**src/rtl/dec_driver.sv**
```systemverilog
// dec_driver: LFSR-driven RV32 instruction generator feeding a decoder, NUM_TRANS words per run.
// Build option DEC_DRIVER_ILLEGAL_EN: the word is replaced by zero whenever trans_cnt[2:0]==7.
module dec_driver #(
  parameter int unsigned NUM_TRANS   = 10,
  parameter logic [31:0] SEED        = 32'hACE1_2024,
  parameter int unsigned HOLD_CYCLES = 2
) (
  input  logic        clk_i,
  input  logic        rst_ni,
  input  logic        start_i,
  input  logic        stall_i,
  output logic [31:0] instr_rdata_o,
  output logic [31:0] instr_rdata_alu_o,
  output logic        instr_first_cycle_o,
  output logic        illegal_c_insn_o,
  output logic        branch_taken_o,
  output logic        instr_valid_o,
  output logic        busy_o,
  output logic        done_o,
  output logic [15:0] trans_cnt_o
);

  typedef enum logic [1:0] {IDLE, ISSUE, HOLD, DONE} state_e;

  localparam logic [31:0] TAPS      = 32'h8020_0003;
  localparam logic [15:0] LAST_CNT  = 16'(NUM_TRANS);
  localparam logic [15:0] HOLD_LAST = 16'(HOLD_CYCLES - 2);
  localparam logic [2:0]  CLS_BEQ   = 3'd4;
  localparam logic [2:0]  CLS_MUL   = 3'd7;

  state_e      state_q, state_d;
  logic [31:0] lfsr_q, lfsr_d;
  logic [2:0]  cls_q, cls_d;
  logic [15:0] cnt_q, cnt_d;
  logic [15:0] hold_q, hold_d;
  logic [31:0] rdata_q, rdata_d;
  logic        first_q, first_d;
  logic        taken_q, taken_d;
  logic        valid_q, valid_d;
  logic        busy_q, busy_d;
  logic        done_q, done_d;
  logic        retire;
  logic [31:0] word;

  function automatic logic [31:0] lfsr_step(input logic [31:0] s);
    return s[0] ? ((s >> 1) ^ TAPS) : (s >> 1);
  endfunction

  // The 12-bit field s[26:15] is the low part of every immediate; bits it cannot
  // reach (B/J bit 0 aside) are zero, and for LUI it fills imm[23:12].
  function automatic logic [31:0] encode(input logic [2:0] cls, input logic [26:0] s);
    logic [31:0] w;
    case (cls)
      3'd0:    w = {s[26:15], s[9:5], 3'b000, s[4:0], 7'h13};
      3'd1:    w = {7'h00, s[14:10], s[9:5], 3'b000, s[4:0], 7'h33};
      3'd2:    w = {s[26:15], s[9:5], 3'b010, s[4:0], 7'h03};
      3'd3:    w = {s[26:20], s[14:10], s[9:5], 3'b010, s[19:15], 7'h23};
      3'd4:    w = {1'b0, s[25:20], s[14:10], s[9:5], 3'b000, s[19:16], s[26], 7'h63};
      3'd5:    w = {1'b0, s[25:16], s[26], 8'h00, s[4:0], 7'h6F};
      3'd6:    w = {8'h00, s[26:15], s[4:0], 7'h37};
      default: w = {7'h01, s[14:10], s[9:5], 3'b000, s[4:0], 7'h33};
    endcase
    return w;
  endfunction

  always_comb begin
    state_d = state_q;
    lfsr_d  = lfsr_q;
    cls_d   = cls_q;
    cnt_d   = cnt_q;
    hold_d  = hold_q;
    retire  = 1'b0;

    if (!stall_i) begin
      case (state_q)
        IDLE: begin
          if (start_i) begin
            state_d = ISSUE;
            lfsr_d  = SEED;
            cls_d   = '0;
            cnt_d   = '0;
          end
        end
        ISSUE: begin
          if (cls_q == CLS_BEQ || cls_q == CLS_MUL) begin
            state_d = HOLD;
            hold_d  = HOLD_LAST;
          end else begin
            retire = 1'b1;
          end
        end
        HOLD: begin
          if (hold_q == '0) retire = 1'b1;
          else              hold_d = hold_q - 16'd1;
        end
        DONE: begin
          if (!start_i) state_d = IDLE;
        end
        default: state_d = IDLE;
      endcase

      if (retire) begin
        lfsr_d  = lfsr_step(lfsr_q);
        cls_d   = cls_q + 3'd1;
        state_d = ISSUE;
        if (cnt_q < LAST_CNT) cnt_d = cnt_q + 16'd1;
        if (cnt_d == LAST_CNT) state_d = DONE;
      end
    end
  end

  always_comb begin
    word = encode(cls_d, lfsr_d[26:0]);
`ifdef DEC_DRIVER_ILLEGAL_EN
    if (cnt_d[2:0] == 3'd7) word = '0;
`endif
  end

  // Outputs are computed from next state so they are registered alongside it;
  // a stall holds everything except first_cycle, which drops after one cycle.
  always_comb begin
    rdata_d = '0;
    first_d = 1'b0;
    taken_d = 1'b0;
    valid_d = 1'b0;
    busy_d  = (state_d == ISSUE) || (state_d == HOLD);
    done_d  = (state_d == DONE);
    if (stall_i) begin
      rdata_d = rdata_q;
      taken_d = taken_q;
      valid_d = valid_q;
    end else begin
      case (state_d)
        ISSUE: begin
          rdata_d = word;
          first_d = 1'b1;
          valid_d = 1'b1;
        end
        HOLD: begin
          rdata_d = rdata_q;
          valid_d = 1'b1;
          taken_d = (cls_d == CLS_BEQ) && lfsr_d[31];
        end
        default: ;
      endcase
    end
  end

  always_ff @(posedge clk_i or negedge rst_ni) begin
    if (!rst_ni) begin
      state_q <= IDLE;
      lfsr_q  <= SEED;
      cls_q   <= '0;
      cnt_q   <= '0;
      hold_q  <= '0;
      rdata_q <= '0;
      first_q <= 1'b0;
      taken_q <= 1'b0;
      valid_q <= 1'b0;
      busy_q  <= 1'b0;
      done_q  <= 1'b0;
    end else begin
      state_q <= state_d;
      lfsr_q  <= lfsr_d;
      cls_q   <= cls_d;
      cnt_q   <= cnt_d;
      hold_q  <= hold_d;
      rdata_q <= rdata_d;
      first_q <= first_d;
      taken_q <= taken_d;
      valid_q <= valid_d;
      busy_q  <= busy_d;
      done_q  <= done_d;
    end
  end

  assign instr_rdata_o       = rdata_q;
  assign instr_rdata_alu_o   = rdata_q;
  assign instr_first_cycle_o = first_q;
  assign illegal_c_insn_o    = 1'b0;
  assign branch_taken_o      = taken_q;
  assign instr_valid_o       = valid_q;
  assign busy_o              = busy_q;
  assign done_o              = done_q;
  assign trans_cnt_o         = cnt_q;

endmodule

```
**config.mk**
```make
export PLATFORM = sky130hd
export DESIGN_NAME = dec_driver
export DESIGN_NICKNAME = d
export VERILOG_FILES = /design/src/rtl/dec_driver.sv
export SDC_FILE = /design/constraint.sdc
export NUM_CORES = 1
export LEC_CHECK = 0
export CAP_MARGIN = 20
export CORE_ASPECT_RATIO = 0.6
export CORE_UTILIZATION = 54
export DETAILED_ROUTE_END_ITERATION = 8
export GPL_TIMING_DRIVEN = 0
export PLACE_DENSITY = 0.9
export SLEW_MARGIN = 20
export SYNTH_ARGS = -nofsm -noshare
export SYNTH_HDL_FRONTEND = slang
export SYNTH_SLANG_ARGS = --single-unit
```
**constraint.sdc**
```tcl
create_clock -name clk_i -period 3.5 [get_ports clk_i]
set_input_delay 1.05 -clock clk_i [delete_from_list [all_inputs] [get_ports clk_i]]
set_output_delay 1.05 -clock clk_i [all_outputs]
set_load 0.02 [all_outputs]
```
==> reports/summary.md <==
Launch point of the critical path: start_i. In this run, distinct cell masters in the synthesized netlist total 74. The placed wire-length estimate after detailed placement was 10,200 um; the number of global-route vias before repair was 4,436. The run gives 87.2 ps as the least setup slack across all paths after layout. The later pin in the worst-skew pair is clocked with a latency of 350 ps.

The slowest stage of the critical path is the clkdlybuf4s50_1 cell. The maximum cell stage delay along the critical path is 570 ps, and the number of ports placed on the die boundary is 90. Between clock sinks in the finished design, the worst skew comes to 7.43 ps.

The fraction of registers with async set or reset after synthesis is 1.00. The logs give 0 for the setup violation total in the final timing report and 23,200 um for the wire length of the first global-routing pass. The die width came out at 132 um. The worst setup path is launched from an input pin.

The critical path goes through clkdlybuf4s50_1 -> nand2_2 -> o21ai_0 -> o21ai_1 -> a41oi_2 -> o22ai_2 -> ha_2 -> or2_2 -> clkbuf_1 -> buf_4 -> a221o_1. The tools report the sequential share of the synthesized area as 0.483. Global routing finished with a remaining overflow of 0.

The area overhead of the layout relative to synthesis was 30.3%. In this run, synthesis inferred 0 flip-flops with an integrated enable. The count of nets left with antenna violations once routing finished came out at 0.

The first detailed-routing pass ran for 5 iterations. The path type of the worst min-delay path was reg -> reg. The number of hold violations in the final report came out at 0. The number of maximum-capacitance constraint violations was 0. The fraction of layout instances using a drive strength above 1 came out at 0.200. The tools report the end point of the critical path as instr_rdata_alu_o[25]$_DFFE_PN0P_.

Relative slew slack: 0.564. The cell area after placement came out at 6550 um^2. In this run, CTS created clock tree buffers numbering 9.

Entering global routing, the biggest net connects 66 pins. The die covers 10,500 um^2. The run gives 2470 um^2 as the total area of multi-input combinational cells. The number of placed instances, taps included, is 773.

The most common cell after layout, fill and taps aside is dfrtp_1. The Yosys step of the flow raised 0 warnings. The region available for standard cell placement spans 9840 um^2. Along the worst path, the maximum fanout reaches 10. The clock tree root buffer cell was clkbuf_16.

In this run the critical register-to-register path is launched from hold_q[0]$_DFFE_PN0P_. The mean number of vias per cell works out to 5.82. For this run, design rule violations remaining after detail routing come to 0. The worst setup path is of the in -> reg kind.

The ratio of final minimum period to clock period is 0.975, and the clock-pin slew on the worst setup and hold paths is 70 ps. The count of input and output buffers was 88. The logs give 0 for the antenna diode count and 330 for the number of DRC markers in iteration 0. Dividing total power by cell area gives a power density of 1030 nW/um^2. The slack of the worst reg-to-reg path is 140 ps. Together, buffers and inverters on the worst path number 3. The flow ran to the end, and the final reports show no timing, DRC or antenna violations. The initial antenna violation count came out at 0. Gate family responsible for the most delay along the worst path: compound AO/OA/AOI/OAI gates.

Across all layers, the routed design uses 4,618 vias. Summing internal, switching and leakage power gives 7.36 mW. The clock tree buffer depth is 2. Data on the critical path is required at its endpoint by 3730 ps. The last weighted congestion value of the routability-driven placer is 0.925, and the leakage power is 3.34 nW. Registers take 2640 um^2. The number of H-tree levels was 3; the mean instance size in the synthesized netlist was 9.96 um^2. Before CTS, the worst setup slack after placement is -712 ps. Data arrives at the worst endpoint at 3650 ps. The number of clock sinks is 105, and the die height is 80.0 um.

The flip-flop cell with the highest count after synthesis was dfrtp_1. Across the VDD grid, the largest voltage drop is 0.493 mV. Leaving out fill and tap cells, the most frequent cells in the layout are dfrtp_1, clkdlybuf4s50_1, nand2_1, buf_4, o21ai_0. The slew at the pin closest to its max-slew limit was 654 ps; the highest clock rate was 0.293 GHz.

Synthesized netlist net count: 566. Once layout is done, the placed cells without fillers occupy 7130 um^2. The filler cells instantiated in the layout total 677.

The number of rows in the core area was 28; the starting density of the core was 0.556. The cell count after synthesis came out at 549. The tools report the all-layer global routing usage as 0.289. Counting buffers and inverters, the worst setup path is 11 cells deep.

The end of the worst register-to-register path is instr_rdata_alu_o[25]$_DFFE_PN0P_. The count of final max-slew check failures is 0. Dividing the detail-routed wire length by the instance count gives 18.1 um. The wire length reported by the detailed router came out at 14,400 um. The run gives 671 as the number of nets in the layout. The smallest clock period supported by the final layout is computed as 3410 ps. The depth of the worst register-to-register path came out at 14. The finished layout holds 794 standard cells, fillers aside. TritonCTS built the clock tree. The number of synthesized register bits was 105.

The kind of end point of the critical path was a register. After synthesis the cells add up to 5470 um^2.
[stage by stage]
stage	util	hold slack, ps	TNS [ps]
4_1_cts	0.712	490	0
2_1_floorplan	-	439	0
5_1_grt	0.724	500	-21.5
6_report	0.724	489	0
3_3_place_gp	0.662	452	-249070
3_5_place_dp	0.665	459	-17160
[layout make-up]
type | instances | share of cell area
flip-flops and latches | 105 | 0.371
multi-input cells | 356 | 0.347
repair buffers | 94 | 0.133
plain buffers | 61 | 0.0601
clock buffers | 10 | 0.0321
well taps | 135 | 0.0237
clock inverters | 6 | 0.0197
inverters | 27 | 0.0142
[flip-flops by register name (all words and copies together) (netlist names)]
name / count
lfsr_q: 32
instr_rdata_alu_o: 31
hold_q: 16
trans_cnt_o: 16
cls_q: 3
state_q: 2
branch_taken_o: 1
busy_o: 1
done_o: 1
instr_first_cycle_o: 1
instr_valid_o: 1
[worst min-delay path: cells and delay by family (launching register included)]
kind / cells / cell delay, ps
simple gates: 2 / 100
flops: 1 / 390
[per-layer routing]
layer  track usage  routed length, um  vias up
li1              -                  -     2101
met1         0.399               6430     2282
met5             0                  0        -
met4        0.0651                112        0
met3        0.0863               1420       13
met2         0.449               6450      222
[logic make-up after synthesis]
kind of cell,Yosys count,share of synthesized area
XOR/XNOR,9,0.0144
flip-flops,105,0.483
AO/OA/AOI/OAI,118,0.154
adder cells (fa/ha/maj),13,0.0297
multiplexers,16,0.0359
other,1,0.000686
AND/OR/NAND/NOR,199,0.190
buffers and inverters,88,0.0919
[worst min path at each step]
stage                            from                      to  slack, ps  depth (start not counted)
5_1_grt        lfsr_q[28]$_DFFE_PN0P_  lfsr_q[27]$_DFFE_PN1P_        500                          2
4_1_cts        lfsr_q[28]$_DFFE_PN0P_  lfsr_q[27]$_DFFE_PN1P_        490                          2
3_5_place_dp   lfsr_q[30]$_DFFE_PN0P_  lfsr_q[29]$_DFFE_PN1P_        460                          2
2_1_floorplan  lfsr_q[28]$_DFFE_PN0P_  lfsr_q[27]$_DFFE_PN1P_        440                          2
3_3_place_gp   lfsr_q[28]$_DFFE_PN0P_  lfsr_q[27]$_DFFE_PN1P_        450                          2
6_report       lfsr_q[28]$_DFFE_PN0P_  lfsr_q[27]$_DFFE_PN1P_        490                          2
[what timing repair did]
item / 4_1_cts / 5_1_grt
endpoints found under the hold margin: 0 / 0
hold buffers: 0 / 0
resized for setup: 27 / 17
endpoints found under the setup margin: 31 / 31
buffers inserted: 0 / 5
pin swaps: 0 / 3
[Yosys cell counts, drive strengths merged, types with 4 or more instances]
cell type   n  share of area
a21o        5         0.0069
a21oi      19          0.018
a22o       13          0.021
a32o        5         0.0091
a32oi       4         0.0064
and2        4         0.0048
and3       11          0.013
buf        45          0.062
clkbuf     16          0.012
dfrtp      94           0.43
dfstp      11          0.053
ha         13          0.030
inv        27          0.019
mux2i      13          0.029
nand2      79          0.054
nand2b      5         0.0057
nand3      21          0.019
nand4       4         0.0046
nor2       23          0.018
nor2b      16          0.018
nor3        9         0.0082
nor4        8          0.019
o21ai      38          0.037
o221ai      6         0.0096
or3         6         0.0069
or4         4         0.0055
xnor2       8          0.013
[power breakdown]
part / internal, mW / switching, mW / total, mW
logic: 1.75 / 2.33 / 4.08
registers: 1.67 / 0.375 / 2.04
clock network: 0.778 / 0.456 / 1.23
Power figures use the tool's default switching activity.
